<file path="src/rtl/bht_update_scheduler.sv">
// Buffers up to two committed branch outcomes per cycle in an in-order FIFO and
// drains them one per cycle to the predictor's single BHT update port.
module bht_update_scheduler #(
  parameter int DEPTH  = 8,
  parameter int ADDR_W = 32,
  parameter int CNT_W  = 32
) (
  input  logic                       clk,
  input  logic                       rst,
  input  logic                       commit0_valid,
  input  logic                       commit0_hit,
  input  logic [ADDR_W-1:0]          commit0_pc,
  input  logic                       commit1_valid,
  input  logic                       commit1_hit,
  input  logic [ADDR_W-1:0]          commit1_pc,
  output logic                       in_ready,
  input  logic                       upd_stall,
  output logic                       ena_to_pred,
  output logic                       hit_to_pred,
  output logic [ADDR_W-1:0]          pc_to_pred,
  output logic [$clog2(DEPTH):0]     fifo_count,
  output logic                       overflow_err,
  output logic [CNT_W-1:0]           stat_branches,
  output logic [CNT_W-1:0]           stat_hits
);

  localparam int PTR_W = $clog2(DEPTH);

  typedef logic [PTR_W-1:0] ptr_t;
  typedef logic [PTR_W:0]   cnt_t;

  logic [ADDR_W-1:0] mem_pc  [DEPTH];
  logic              mem_hit [DEPTH];

  ptr_t wr_ptr, rd_ptr, wr_ptr_p1;
  cnt_t count;

  logic       any_valid, accept, deq;
  logic [1:0] n_enq, n_hit;
  logic [ADDR_W-1:0] single_pc;
  logic              single_hit;

  // At least two free slots guarantees an enqueue never lands on the head entry.
  assign in_ready   = (count <= cnt_t'(DEPTH - 2));
  assign fifo_count = count;

  assign any_valid = commit0_valid | commit1_valid;
  assign accept    = any_valid & in_ready;
  assign deq       = (count != '0) & ~upd_stall;
  assign wr_ptr_p1 = wr_ptr + ptr_t'(1);

  always_comb begin
    n_enq      = 2'd0;
    n_hit      = 2'd0;
    single_pc  = commit0_valid ? commit0_pc  : commit1_pc;
    single_hit = commit0_valid ? commit0_hit : commit1_hit;
    if (accept) begin
      n_enq = {1'b0, commit0_valid} + {1'b0, commit1_valid};
      n_hit = {1'b0, commit0_valid & commit0_hit} + {1'b0, commit1_valid & commit1_hit};
    end
  end

  // Storage is not reset; only the pointers and count define which slots are live.
  always_ff @(posedge clk) begin
    if (accept) begin
      if (commit0_valid && commit1_valid) begin
        mem_pc[wr_ptr]     <= commit0_pc;
        mem_hit[wr_ptr]    <= commit0_hit;
        mem_pc[wr_ptr_p1]  <= commit1_pc;
        mem_hit[wr_ptr_p1] <= commit1_hit;
      end else begin
        mem_pc[wr_ptr]     <= single_pc;
        mem_hit[wr_ptr]    <= single_hit;
      end
    end
  end

  always_ff @(posedge clk or negedge rst) begin
    if (!rst) begin
      wr_ptr        <= '0;
      rd_ptr        <= '0;
      count         <= '0;
      ena_to_pred   <= 1'b0;
      hit_to_pred   <= 1'b0;
      pc_to_pred    <= '0;
      overflow_err  <= 1'b0;
      stat_branches <= '0;
      stat_hits     <= '0;
    end else begin
      wr_ptr        <= wr_ptr + ptr_t'(n_enq);
      count         <= count + cnt_t'(n_enq) - cnt_t'(deq);
      stat_branches <= stat_branches + CNT_W'(n_enq);
      stat_hits     <= stat_hits + CNT_W'(n_hit);
      ena_to_pred   <= deq;
      if (deq) begin
        rd_ptr      <= rd_ptr + ptr_t'(1);
        hit_to_pred <= mem_hit[rd_ptr];
        pc_to_pred  <= mem_pc[rd_ptr];
      end
      if (any_valid && !in_ready) begin
        overflow_err <= 1'b1;
      end
    end
  end

endmodule

</file>
<file path="config.mk">
export PLATFORM = sky130hd
export DESIGN_NAME = bht_update_scheduler
export DESIGN_NICKNAME = d
export VERILOG_FILES = /design/src/rtl/bht_update_scheduler.sv
export SDC_FILE = /design/constraint.sdc
export NUM_CORES = 1
export LEC_CHECK = 0
export ABC_AREA = 0
export BUFFER_PORTS_ARGS = -buffer_cell sky130_fd_sc_hd__clkbuf_2
export CAP_MARGIN = 0
export CELL_PAD_IN_SITES_DETAIL_PLACEMENT = 0
export CELL_PAD_IN_SITES_GLOBAL_PLACEMENT = 2
export CORE_MARGIN = 2
export CORE_UTILIZATION = 45
export DETAILED_ROUTE_END_ITERATION = 10
export PLACE_DENSITY = 0.82
export SKIP_CTS_REPAIR_TIMING = 1
export SLEW_MARGIN = 5
export SYNTH_ARGS = -nofsm -noshare
export SYNTH_HDL_FRONTEND = slang
export SYNTH_SLANG_ARGS = --single-unit
</file>
<file path="constraint.sdc">
create_clock -name clk -period 7.4 [get_ports clk]
set_input_delay 0.37 -clock clk [delete_from_list [all_inputs] [get_ports clk]]
set_output_delay 0.37 -clock clk [all_outputs]
set_load 0.01 [all_outputs]
</file>
---- Word-level counts from Yosys, hierarchy flattened ----
Memory sizes are Yosys's and may differ from the RTL's. A register that Yosys moved wholly into a read port is not among the register bits.
Index checks and enable logic that the tools add are counted.
operators by class
  bitwise gates (word level) .............. 8
  order comparisons ....................... 1
  mux-type cells .......................... 12
  add/sub/neg operators ................... 9
  reductions and logical operators ........ 6
operators with widths
  operator                                             number
  adder 32 x 2 -> 32 bit                               2
  2-to-1 mux 32 bit                                    2
  2-to-1 mux 1 bit                                     8
  adder 3 x 1 -> 3 bit, second input constant          2
  adder 1 x 1 -> 2 bit                                 2
  adder 4 x 2 -> 4 bit                                 1
  bitwise AND 1 bit                                    4
  <= comparator 4 x 3 -> 1 bit, second input constant  1
  2-to-1 mux 2 bit                                     2
  nonzero test 4 bit                                   1
  subtractor 4 x 1 -> 4 bit                            1
  adder 3 x 2 -> 3 bit                                 1
  zero test 1 bit                                      3
  bitwise OR 1 bit                                     3
  logical AND 1 bit                                    2
  NOT 1 bit                                            1
storage, ports and cells
  output and inout bits ................... 104
  memories ................................ 2
  register bits after elaboration ......... 76
  input bits .............................. 71
  bits in writable memories ............... 264
memories
  name     words  width  read ports  clocked after Yosys merged registers in  wr ports  RTL line  text
  mem_pc   8      32     1           1                                        2         32        logic [ADDR_W-1:0] mem_pc [DEPTH];
  mem_hit  8      1      1           1                                        2         33        logic mem_hit [DEPTH];

---- Logic depth before layout (Yosys ltp) ----
  depth after elaboration ................. 5
  depth in mapped cells ................... 13
  depth with buffers taken out ............ 12

---- Worst setup path after synthesis ----
OpenSTA, ideal clock, no wires.
  kind .................................... reg2reg
  start point ............................. register count[3] (netlist: fifo_count[3])
  end point ............................... memory mem_hit[0], enable pin
  path slack .............................. 2.892 ns
  arrival ................................. 4.035 ns
  path buffers ............................ 1
  cell stages (with the launch flop) ...... 8
  period minus slack after synthesis ...... 4.508 ns
  data required time ...................... 6.926 ns
  library setup time ...................... 0.474 ns
  cell sequence ........................... dfrtp_1 inv_1 ha_1 and3_1 buf_12 nor3_1 nand2b_1 o31ai_1
RTL lines
  what                      RTL line  text
  start: declaration        36        cnt_t count;
  start signal: assignment  91        count <= count + cnt_t'(n_enq) - cnt_t'(deq);
  end: declaration          33

---- Worst setup path in the final report ----
  start point ............................. register count[2] (netlist: fifo_count[2])
  end point ............................... register stat_branches[14]
on the way
  cells in the longest elaborated chain, start to end .. 4
ends and longest elaborated chain
  what                          RTL line  text
  <= comparator 4 x 3 -> 1 bit  44        assign in_ready = (count <= cnt_t'(DEPTH - 2));
  bitwise AND 1 bit             48        assign accept = any_valid & in_ready;
  2-to-1 mux 2 bit              57        if (accept) begin
  adder 32 x 2 -> 32 bit        92        stat_branches <= stat_branches + CNT_W'(n_enq);
  end signal: assignment        92
  end: declaration              23        output logic [CNT_W-1:0] stat_branches,
No other way between the ends.
A chain may end at the register's enable or synchronous reset.

==> metrics.md <==
| Metric | Value |
|---|---|
| Outcome | `complete, but fails checks` |
| Failing checks | `negative hold slack` |
| Routed vias | `slightly above 10000` |
| Post-synth EDFFs | `around 260` |
| Core area | `between 0.04 and 0.05 mm2` |
| I/O Pins | `roughly 180` |
| Tcrit/Tclk final | `0.5110` |
| Area grow syn2layout | `14.04%` |
| Initial Util | `0.4534` |
| Vias in the first global route | `10530` |
| DR WL/cell | `22.69 um` |
| TritonCTS clock tree | `done` |
| Total CTS buffers | `42` |
| Post-route ant nets | `0` |
| Layout net count | `between 1000 and 1500` |
| Async SR Flop Fraction | `0.2922` |
| Yosys cell types | `between 50 and 60` |
| Num rows | `74` |
| RSZ-0062 raised after global routing | `no` |
| Clock latency on the worst-skew pair | `roughly 550 ps` |
| Initial antenna violation count | `4` |
| Pin count of the biggest net entering global routing | `71` |
| Post-synthesis sequential area ratio | `0.5794` |
| Mapped Area | `roughly 0.018 mm2` |
| R2r endpoint | `stat_branches[14]$_DFF_PN0_` |
| Final GP Congestion | `between 0.7 and 0.8` |
| Worst-Margin Slew | `1148 ps` |
| Die area | `roughly 0.042 mm2` |
| GRT overflow | `0` |
| Synth top area share | `0.4311` |
| H-tree depth | `2` |
| Filler cells | `approximately 3400` |
| Root Buffer | `clkbuf_16` |
| Setup crit end kind | `flop` |
| Final Hold Vio Count | `34` |
| FF+latch count, synth | `373` |
| Startpoint types | `flop` |
| Synth warnings | `0` |
| Avg Vias per Cell | `around 5.5` |
| Die height | `~200 um` |
| Maxcap violations | `0` |
| CP required | `just under 8000 ps` |
| Arr. time, crit path | `4200 ps` |
| Synth Flop Type | `edfxtp_1` |
| Register-to-register path setup slack | `about 3600 ps` |
| Leading area contributor after synthesis | `edfxtp_1` |
| CP max FO | `10` |
| IO Port Bufs | `around 170` |
| Final Max Slew Viols | `0` |
| DRC viols | `0` |
| TNS Setup | `0 ps` |
| CP Class | `flop to flop` |
| First DRT Iteration DRCs | `510` |
| FF-to-FF path depth | `10` |
| Gate Count Post-Synth | `between 1000 and 1500` |
| GRT Total Usage | `0.2052` |
| Routed wire length | `42540 um` |
| Die X | `206.2 um` |
| Clock Tree Buf Depth | `3` |
| Peak supply drop | `between 0.15 and 0.2 mV` |
| Post-DP HPWL | `roughly 25000 um` |
| Min Tclk post-route | `about 3800 ps` |
| Clock transition at path regs | `about 60 ps` |
| Final setup vio count | `0` |
| Origin of the critical flop-to-flop path | `fifo_count[2]$_DFF_PN0_` |
| Area of the multi-input gates | `0.007273 mm2` |
| Clk sinks | `approximately 370` |
| Worst Skew | `between 20 and 25 ps` |
| Total power | `between 7000 and 8000 uW` |
| Slew margin rel. | `0.2329` |
| Ratio of cells with drive above 1 in the final layout | `0.4553` |
| Register area | `about 0.011 mm2` |
| Worst hold path type | `input pin to async pin` |
| F_max | `264.4 MHz` |
| Syn Nets | `1225` |
| Drt pass-1 iters | `4` |
| Worst slack at placement | `between 3000 and 4000 ps` |
| Pwr dens | `between 300 and 400 mW/mm2` |
| First-pass GRT wire length | `~65000 um` |
| Synthesized area per cell | `around 16 um2` |
| Leak Pwr | `approximately 0.0081 uW` |
| WHS | `-30.83 ps` |
| Synth area leaders | `edfxtp_1 43%, dfrtp_1 15%, mux2_2 14%` |
| Post-route worst setup slack | `about 3600 ps` |
==> worst max-delay path by stage <==
stage,start,cells past startpoint,end
2_1_floorplan,fifo_count[3]$_DFF_PN0_,7,mem_hit[0]$_DFFE_PP_
3_3_place_gp,fifo_count[3]$_DFF_PN0_,11,stat_branches[24]$_DFF_PN0_
3_5_place_dp,fifo_count[2]$_DFF_PN0_,10,stat_branches[14]$_DFF_PN0_
4_1_cts,fifo_count[2]$_DFF_PN0_,10,stat_branches[14]$_DFF_PN0_
5_1_grt,fifo_count[2]$_DFF_PN0_,10,stat_branches[26]$_DFF_PN0_
6_report,fifo_count[2]$_DFF_PN0_,10,stat_branches[14]$_DFF_PN0_
==> power breakdown <==
group          internal (uW)  total [uW]  switching [uW]
clock                   1090        1900             813
combinational           1230        2690            1460
sequential              2840        3100             258
==> layer usage <==
layer  wire [um]  track usage
met1       19580       0.2856
met2       20480       0.3357
met3        1689      0.03390
met4         743      0.05408
met5          49            0
==> worst max-delay path, stage by stage, from the launching register on <==
cell     delay, ps
dfrtp_1        410
ha_1           230
and3_1         300
nor3_1         530
and2_1         270
ha_1           180
inv_1           50
fa_1           480
nor4_2         850
nand4_1        200
xnor2_1        160
==> flip-flops by register name (all words and copies together) (netlist names) <==
register	flops
ena_to_pred	1
stat_branches	32
mem_pc	256
rd_ptr	3
wr_ptr	3
stat_hits	32
pc_to_pred	32
mem_hit	8
hit_to_pred	1
fifo_count	4
overflow_err	1
==> area by class of cell <==
class,count,area share
multi-input cells,672,0.3468
clock inverters,14,0.003520
flip-flops and latches,373,0.5085
diodes,1,0.0001193
inverters,27,0.004833
clock buffers,62,0.05561
repair buffers,194,0.04881
well taps,532,0.03174
==> stage by stage <==
step / std cells / utilization / hold slack (ps) / area (um2)
2_1_floorplan: 1133 / - / 74.41 / 18390
3_3_place_gp: 1798 / 0.4865 / 463.5 / 19730
3_5_place_dp: 1798 / 0.4865 / 467.1 / 19730
4_1_cts: 1874 / 0.5170 / -7.815 / 20970
5_1_grt: 1874 / 0.5170 / 46.54 / 20970
6_report: 1875 / 0.5171 / -30.83 / 20970
==> cell usage after synthesis (2+ instances only) <==
cell type  instances
edfxtp_1         264
mux2_2           221
dfrtp_1          109
mux4_2            66
nor2_1            47
mux2_4            44
xnor2_1           42
a21oi_1           35
mux2i_1           33
nand2_1           29
inv_1             27
xor2_1            23
clkbuf_1          22
buf_6             20
nand3_1           19
ha_1              17
nand4_1           16
nor3_1            11
and2_1             8
buf_1              8
and3_1             7
and4_1             7
a31oi_4            5
buf_12             5
o21ai_0            5
buf_2              4
fa_1               4
nand2b_1           4
a21o_1             3
nor4_1             3
a21oi_4            2
nor3_4             2
o31ai_1            2
==> cells in the final DEF, fill, tap and decap left out, types with 3 or more instances in the layout <==
cell / synthesis / routed
edfxtp_1: 264 / 264
mux2_2: 221 / 221
clkbuf_2: 0 / 173
dfrtp_1: 109 / 106
mux4_2: 66 / 66
nor2_1: 47 / 47
mux2_4: 44 / 44
xnor2_1: 42 / 42
clkbuf_16: 0 / 42
a21oi_1: 35 / 34
mux2i_1: 33 / 33
nand2_1: 29 / 29
inv_1: 27 / 27
xor2_1: 23 / 23
buf_4: 1 / 21
nand3_1: 19 / 19
ha_1: 17 / 17
nand4_1: 16 / 16
clkbuf_1: 22 / 16
nor3_1: 11 / 11
and2_1: 8 / 8
and3_1: 7 / 7
and4_1: 7 / 7
clkinv_2: 0 / 7
clkinv_1: 0 / 6
a31oi_4: 5 / 5
o21ai_4: 0 / 5
nand2b_1: 4 / 4
fa_1: 4 / 4
clkbuf_8: 1 / 4
a21oi_4: 2 / 3
a21o_1: 3 / 3
nor4_1: 3 / 3
==> cell families after synthesis <==
kind of cell / count (synthesis) / synth area share
buffers and inverters: 88 / 0.03157
DFF: 373 / 0.5794
and+or+nand+nor: 165 / 0.04824
AOI/OAI and AO/OA: 56 / 0.02293
xor gates and xnor gates: 66 / 0.03184
muxes: 364 / 0.2701
adders and majority gates: 21 / 0.01592
(Power assumes the default switching activity.)
